**config.mk**
```make
export PLATFORM = sky130hd
export DESIGN_NAME = fano_ch_dispatcher
export DESIGN_NICKNAME = d
export VERILOG_FILES = /design/src/rtl/fano_ch_dispatcher_pkg.sv /design/src/rtl/fano_ch_dispatcher_rr_arbiter.sv /design/src/rtl/fano_ch_dispatcher.sv
export SDC_FILE = /design/constraint.sdc
export NUM_CORES = 1
export LEC_CHECK = 0
export CORE_MARGIN = 10
export CORE_UTILIZATION = 67
export DETAILED_ROUTE_END_ITERATION = 7
export DONT_BUFFER_PORTS = 1
export PLACE_DENSITY_LB_ADDON = 0.15
export SYNTH_ARGS = -nofsm -noshare
export SYNTH_HDL_FRONTEND = slang
export SYNTH_SLANG_ARGS = --single-unit
```
**constraint.sdc**
```tcl
create_clock -name i_clk -period 3.85 [get_ports i_clk]
set_input_delay 0.5775 -clock i_clk [delete_from_list [all_inputs] [get_ports i_clk]]
set_output_delay 0.5775 -clock i_clk [all_outputs]
set_load 0.01 [all_outputs]
```
**src/rtl/fano_ch_dispatcher_pkg.sv**
```systemverilog
// ---------------------------------------------------------------------------
// fano_ch_dispatcher_pkg
// Shared definitions for the Fano decoder wrapper front end.
//   disp_state_t : dispatcher FSM states
//   log2()       : ceiling log2, used for select and counter widths
// ---------------------------------------------------------------------------
package fano_ch_dispatcher_pkg;

  typedef enum logic [1:0] {
    ST_IDLE  = 2'd0,
    ST_ARMED = 2'd1,
    ST_XFER  = 2'd2
  } disp_state_t;

  // Ceiling log2; log2(1) = 0.
  function automatic int log2(input int v);
    int r;
    r = 0;
    for (int i = 0; i < 31; i++) begin
      if ((1 << i) < v) r = i + 1;
    end
    return r;
  endfunction

endpackage

```
**src/rtl/fano_ch_dispatcher_rr_arbiter.sv**
```systemverilog
// ---------------------------------------------------------------------------
// rr_arbiter
// Combinational round-robin arbiter: grants the first set request at or
// after ptr_i, searching upward with wrap.
//   req_i   [N_CHS]  request vector
//   ptr_i   [CH_W]   search start index
//   grant_o [CH_W]   granted index (0 when nothing requested)
//   any_o            at least one request is set
// ---------------------------------------------------------------------------
module rr_arbiter
  import fano_ch_dispatcher_pkg::*;
#(
  parameter  int N_CHS = 4,
  localparam int CH_W  = log2(N_CHS)
) (
  input  logic [N_CHS-1:0] req_i,
  input  logic [CH_W-1:0]  ptr_i,
  output logic [CH_W-1:0]  grant_o,
  output logic             any_o
);

  logic [CH_W-1:0] idx;

  // Scan offsets from the farthest to the nearest so the lowest offset from
  // ptr_i overwrites any earlier hit. N_CHS is a power of 2, so the CH_W-bit
  // add wraps around the channel ring by itself.
  always_comb begin
    grant_o = '0;
    any_o   = 1'b0;
    idx     = '0;
    for (int k = N_CHS - 1; k >= 0; k--) begin
      idx = ptr_i + k[CH_W-1:0];
      if (req_i[idx]) begin
        grant_o = idx;
        any_o   = 1'b1;
      end
    end
  end

endmodule

```
**src/rtl/fano_ch_dispatcher.sv**
```systemverilog
// ---------------------------------------------------------------------------
// fano_ch_dispatcher
// Hands whole fixed-length frames to N_CHS Fano decoder channels in
// round-robin order, only to channels reporting idle. Owns the demux select
// and produces per-channel valid/SOF/EOF strobes registered on the same edge
// the demux registers its data, so both appear together one cycle later.
//   i_clk, i_rst     clock, asynchronous active-high reset
//   i_valid, i_sof   input beat valid / first beat of frame
//   o_ready          beat accepted when i_valid && o_ready
//   i_ch_ready       per-channel idle indication
//   o_mux_s          demux select (stable from grant through EOF)
//   o_ch_valid/sof/eof  one-hot strobes on bit o_mux_s
//   o_busy           frame in progress
//   o_err            one-cycle pulse per protocol-violating beat
// ---------------------------------------------------------------------------
module fano_ch_dispatcher
  import fano_ch_dispatcher_pkg::*;
#(
  parameter  int N_CHS     = 4,
  parameter  int FRAME_LEN = 1024,
  localparam int CH_W      = log2(N_CHS)
) (
  input  logic             i_clk,
  input  logic             i_rst,
  input  logic             i_valid,
  input  logic             i_sof,
  output logic             o_ready,
  input  logic [N_CHS-1:0] i_ch_ready,
  output logic [CH_W-1:0]  o_mux_s,
  output logic [N_CHS-1:0] o_ch_valid,
  output logic [N_CHS-1:0] o_ch_sof,
  output logic [N_CHS-1:0] o_ch_eof,
  output logic             o_busy,
  output logic             o_err
);

  localparam int              CNT_W = log2(FRAME_LEN) + 1;
  localparam logic [CNT_W-1:0] LAST  = CNT_W'(FRAME_LEN);

  disp_state_t      state_q, state_d;
  logic [CH_W-1:0]  rr_ptr_q, rr_ptr_d;
  logic [CH_W-1:0]  mux_s_q, mux_s_d;
  logic [CNT_W-1:0] count_q, count_d;
  logic [N_CHS-1:0] valid_q, valid_d;
  logic [N_CHS-1:0] sof_q, sof_d;
  logic [N_CHS-1:0] eof_q, eof_d;
  logic             busy_q, err_q, err_d;
  logic             fwd, fwd_sof, fwd_eof;
  logic [CH_W-1:0]  arb_grant;
  logic             arb_any;
  logic [N_CHS-1:0] sel_oh;

  rr_arbiter #(.N_CHS(N_CHS)) u_arb (
    .req_i   (i_ch_ready),
    .ptr_i   (rr_ptr_q),
    .grant_o (arb_grant),
    .any_o   (arb_any)
  );

  // Strobes only ever land on the committed channel.
  for (genvar gi = 0; gi < N_CHS; gi++) begin : g_strobe
    assign sel_oh[gi]  = (mux_s_q == CH_W'(gi));
    assign valid_d[gi] = fwd     && sel_oh[gi];
    assign sof_d[gi]   = fwd_sof && sel_oh[gi];
    assign eof_d[gi]   = fwd_eof && sel_oh[gi];
  end

  always_comb begin
    state_d  = state_q;
    rr_ptr_d = rr_ptr_q;
    mux_s_d  = mux_s_q;
    count_d  = count_q;
    fwd      = 1'b0;
    fwd_sof  = 1'b0;
    fwd_eof  = 1'b0;
    err_d    = 1'b0;
    case (state_q)
      ST_IDLE: begin
        // The select only moves here, where o_ready is low, so it is
        // stable at every edge that accepts a beat.
        if (arb_any) begin
          mux_s_d = arb_grant;
          state_d = ST_ARMED;
        end
      end
      ST_ARMED: begin
        if (i_valid) begin
          if (i_sof) begin
            fwd     = 1'b1;
            fwd_sof = 1'b1;
            count_d = CNT_W'(1);
            if (FRAME_LEN == 1) begin
              fwd_eof  = 1'b1;
              rr_ptr_d = mux_s_q + CH_W'(1);
              state_d  = ST_IDLE;
            end else begin
              state_d = ST_XFER;
            end
          end else begin
            // Beat before any SOF: swallowed, flagged.
            err_d = 1'b1;
          end
        end
      end
      ST_XFER: begin
        if (i_valid) begin
          fwd     = 1'b1;
          err_d   = i_sof;  // length is fixed; a stray SOF is just data
          count_d = count_q + CNT_W'(1);
          if (count_d == LAST) begin
            fwd_eof  = 1'b1;
            rr_ptr_d = mux_s_q + CH_W'(1);
            state_d  = ST_IDLE;
          end
        end
      end
      default: state_d = ST_IDLE;
    endcase
  end

  always_ff @(posedge i_clk or posedge i_rst) begin
    if (i_rst) begin
      state_q  <= ST_IDLE;
      rr_ptr_q <= '0;
      mux_s_q  <= '0;
      count_q  <= '0;
      valid_q  <= '0;
      sof_q    <= '0;
      eof_q    <= '0;
      busy_q   <= 1'b0;
      err_q    <= 1'b0;
    end else begin
      state_q  <= state_d;
      rr_ptr_q <= rr_ptr_d;
      mux_s_q  <= mux_s_d;
      count_q  <= count_d;
      valid_q  <= valid_d;
      sof_q    <= sof_d;
      eof_q    <= eof_d;
      busy_q   <= (state_d != ST_IDLE);
      err_q    <= err_d;
    end
  end

  assign o_ready    = (state_q != ST_IDLE);
  assign o_mux_s    = mux_s_q;
  assign o_ch_valid = valid_q;
  assign o_ch_sof   = sof_q;
  assign o_ch_eof   = eof_q;
  assign o_busy     = busy_q;
  assign o_err      = err_q;

endmodule

```
Word level (Yosys, flattened, before mapping)
Cells that the tools add are included.
{"block": "word_totals", "output_inout_bits": 17, "register_bits": 31}
{"block": "classes", "order_cmp": 4, "add_sub_neg": 5, "muxes": 38, "reduce_logical": 20, "eq_ne": 9}
{"cell": "2-to-1 mux 11 bit", "count": 3}
{"cell": "one-hot mux 11 bit (2 select lines)", "count": 1}
{"cell": "2-to-1 mux 1 bit", "count": 18}
{"cell": "2-to-1 mux 2 bit", "count": 9}
{"cell": "logical AND 1 bit", "count": 12}
{"cell": "< comparator 2 x 3 -> 1 bit (second input constant)", "count": 4}
{"cell": "adder 11 x 1 -> 11 bit (second input constant)", "count": 1}
{"cell": "equality test 11 bit (second input constant)", "count": 1}
{"cell": "binary-select mux 1 bit (select 2 bit)", "count": 4}
{"cell": "equality test 2 bit (second input constant)", "count": 3}
{"cell": "inequality test 2 bit (second input constant)", "count": 3}
{"cell": "one-hot mux 2 bit (3 select lines)", "count": 1}
{"cell": "nonzero test 2 bit", "count": 3}
{"cell": "adder 2 x 1 -> 2 bit (second input constant)", "count": 2}
{"cell": "adder 2 bit (second input constant)", "count": 2}
{"cell": "equality test 2 x 1 -> 1 bit (second input constant)", "count": 2}
{"cell": "logical NOT 2 bit", "count": 2}
{"cell": "one-hot mux 1 bit (2 select lines)", "count": 2}
{"cell": "AND reduction 4 bit", "count": 1}
{"cell": "AND reduction 3 bit", "count": 1}
{"cell": "AND reduction 2 bit", "count": 1}

Logic depth before layout (Yosys ltp)
{"block": "depth", "word_depth": 10, "mapped_depth": 8, "depth_no_buf": 7}

Cells and area by module
A second synthesis with hierarchy kept.
{"block": "hier_totals", "hier_cells": 172, "hier_area_um2": 1661.6}
{"mod": "fano_ch_dispatcher", "cells_each": 159, "instances": 1, "area_each_um2": 1584.0}
{"mod": "rr_arbiter", "cells_each": 13, "instances": 1, "area_each_um2": 77.6}

Least setup slack after synthesis
Ideal clock, no wire load.
{"block": "synth_timing", "path_kind": "flip-flop to flip-flop", "startpoint": "register count_q[0]", "endpoint": "register rr_ptr_q[1]", "stages_incl_launch_ff": 7, "path_buffers": 0, "t_required_ns": 3.725, "slack_ns": 1.851, "t_arrival_ns": 1.874, "setup_time_ns": 0.125, "synth_period_minus_slack_ns": 1.999, "cell_sequence": "dfrtp_1 ha_1 nand4_1 or4_1 nand3_2 nand4_4 mux2_4"}
{"block": "synth_between", "elab_chain_len": 3}
{"element": "start, declared", "line_no": "fano_ch_dispatcher.sv:43", "text": "logic [CNT_W-1:0] count_q, count_d;"}
{"element": "start signal, assigned", "line_no": "fano_ch_dispatcher.sv:136", "text": "count_q <= count_d;"}
{"element": "adder 11 x 1 -> 11 bit", "line_no": "fano_ch_dispatcher.sv:109", "text": "count_d = count_q + CNT_W'(1);"}
{"element": "equality test 11 bit", "line_no": "fano_ch_dispatcher.sv:110", "text": "if (count_d == LAST) begin"}
{"element": "AND reduction 3 bit (no source line)"}
{"element": "end signal, assigned", "line_no": "fano_ch_dispatcher.sv:134", "text": "rr_ptr_q <= rr_ptr_d;"}
{"element": "end, declared", "line_no": "fano_ch_dispatcher.sv:41", "text": "logic [CH_W-1:0] rr_ptr_q, rr_ptr_d;"}
Every way passes these cells.
A chain may end at the register's enable or synchronous reset.

Worst setup path after layout
Same ends and word-level chain as after synthesis.

==> qor.yml <==
clock_network:
  cts_tree: "done"
  cts_htree_levels: 2
  numCtsBuffers: 5
  path_clk_slew_ps: 100
  post_cts_buffers: 0
  ctsResizeCount: 0
  clock_path_buffers: 2
  cts_sinks: 31
  clk_latency_ps: 330
  clock-root-buffer: "clkbuf_4"
  cts_hold_buf: 0
critical_path:
  critical_path_class: "reg -> reg"
  worstPathArrival_ps: 2380
  cp.required_ps: 4080
  end_kind: "register"
  start_kind: "register"
  slowest_stage: "or4_1"
  crit_fanout: 6
  worst_path_largest_cell_delay_ps: 540
  worstPathCellList: "ha_1, nand4_1, or4_1, nand3_2, nand4_4, mux2_4"
global_route:
  grt_pass1_wl_mm: 5.95
  antenna_found_initial: 0
  grt_max_degree: 32
  grt_pass1_vias: 1212
  grt_overflow: 0
  grtUsageTotal_pct: 14.4
place:
  hpwl_mm: 2.72
  dpl-instance-area_um2: 1680
  numPortBuffers: 0
  place.gp.congestion: 0.868
  place_inst: 197
yosys:
  yosys-top-cells-count: "31 x dfrtp_1, 15 x o21ai_0, 13 x inv_1, 13 x nor2_1, 12 x nand2_1"
  syn_inst: 176
  synth-seq-cells: 31
  synth.avg_cell_area_um2: 9.74
  yosysWarnings: 0
  synth_area_leaders: "dfrtp_1 45%, ha_1 6.6%, o21ai_0 4.4%"
  synth_nets: 193
  synth.largest_area_cell: "dfrtp_1"
  synth_edf_count: 0
  ys_types: 42
  synthFlopType: "dfrtp_1"
  async_reset_ff_share_pct: 100
  syn-cell-area_um2: 1710
  ys_seq_area_share_pct: 45.3
  yosysTopAreaCellShare_pct: 45.3
  yosysMostFrequentCell: "dfrtp_1"
sta:
  hold_viol: 0
  hold_slack_ps: 354
  setup_tns_ps: 0
  fin_crit_sh_pct: 56.1
  rsz0062_at_grt: "false"
  max-slew-margin-rel_pct: 24.3
  fmaxAchievable_mhz: 463
  finClkSkew_ps: 5.97
  tightest_slew_ps: 1130
  finalSetupViolCount: 0
  finalMaxSlewViolations: 0
  post-route-min-period_ps: 2160
die:
  io_pins: 25
  core-area_um2: 2450
  die_y_um: 70.6
  dieArea_um2: 4980
  initial_core_util_pct: 69.8
  rows: 18
  die_w_um: 70.6
pwr:
  p_leak_nw: 0.830
  peakVddDrop_v: 0.000541
  power.total_mw: 0.969
  powerDensity_nw_per_um2: 549
routing:
  vias: 1288
  drtIter0Drc: 121
  antenna_left: 0
  first_pass_iters: 4
  wl_mm: 3.63
  wire_per_inst_um: 17.7
  via_per_inst: 6.28
  route.detailed.drc: 0
finish:
  stdcell_count: 205
  final_area_um2: 1760
  nNetsFinal: 191
  n_antenna_cell: 0
  drive_gt1_share_pct: 9.14
  synthToLayoutAreaGrowth_pct: 2.85
min_path:
  hp-class: "in -> reg"
job:
  cap_violations: 0
outcome:
  status: "complete, no violations"
-- layer usage --
metal	vias to the layer above	track usage (%)	share of wire [%]
li1	614	-	-
met1	619	18.6	46
met2	49	21.4	45
met3	6	5.16	7.6
met4	0	6.24	1.9
met5	-	0	0
-- report_power, final --
part | internal (mW) | switching, mW | total, mW | leakage [nW]
Clock | 0.153 | 0.116 | 0.269 | 0.0482
Sequential | 0.368 | 0.0591 | 0.427 | 0.414
Combinational | 0.107 | 0.165 | 0.272 | 0.368
-- registers in the layout, summed over array words and instances, names as in the netlist --
register	count
count_q	11
o_busy	1
o_ch_eof	4
o_ch_sof	4
o_ch_valid	4
o_err	1
o_mux_s	2
rr_ptr_q	2
state_q	2
-- kinds of logic (layout without fill, tap and decap cells) --
kind of cell,after synthesis,after routing,synth area share [%]
simple gates,64,64,21.2
mux,4,4,2.63
buf+inv,22,21,7.23
fa+ha+maj,9,9,6.57
compound gates,44,44,16.1
flops,31,31,45.3
xor+xnor,2,2,1.02
-- cell usage in the layout (no fill, tap or decap), drive strengths merged, types with 3 or more instances in the layout --
master	count
a21oi	11
and2	10
and3	4
clkbuf	6
dfrtp	31
ha	9
inv	13
mux2i	3
nand2	12
nand2b	3
nand3	7
nand4	5
nor2	13
nor4	3
o21ai	15
o41ai	4
-- worst max-delay path, delay by kind of cell, from the launching register on --
kind                     cells  cell delay (ps)
AND/OR/NAND/NOR              4             1020
multiplexers                 1              330
flip-flops                   1              440
adder cells (fa/ha/maj)      1              280
-- area by class of cell --
class,instances,area (um2)
sequential,31,776
tap,30,37.5
fill,183,692
multi-input combinational,123,815
clock buffer,6,51.3
clock inverter,2,35.0
inverter,13,48.8
-- path summary, 6_finish.rpt --
path | start | to | slack [ps] | cells after the start
worst max-delay path | count_q[0] | rr_ptr_q[1] | 1690 | 6
worst min-delay path | i_valid | o_err | 350 | 2
worst max register to register | count_q[0] | rr_ptr_q[1] | 1690 | 6
worst min register to register | count_q[10] | count_q[10] | 560 | 1
max in group asynchronous | i_rst | count_q[6] | 2750 | 1
min in group asynchronous | i_rst | o_ch_sof[1] | 420 | 1
-- stage by stage --
| stage | worst slack, ps | util, % |
|---|---|---|
| 3_3_place_gp | 1770 | 68.3 |
| 6_report | 1690 | 71.8 |
| 3_5_place_dp | 1700 | 68.3 |
| 2_1_floorplan | 1850 | - |
| 4_1_cts | 1680 | 71.8 |
| 5_1_grt | 1590 | 71.8 |
(Power assumes the default switching activity.)
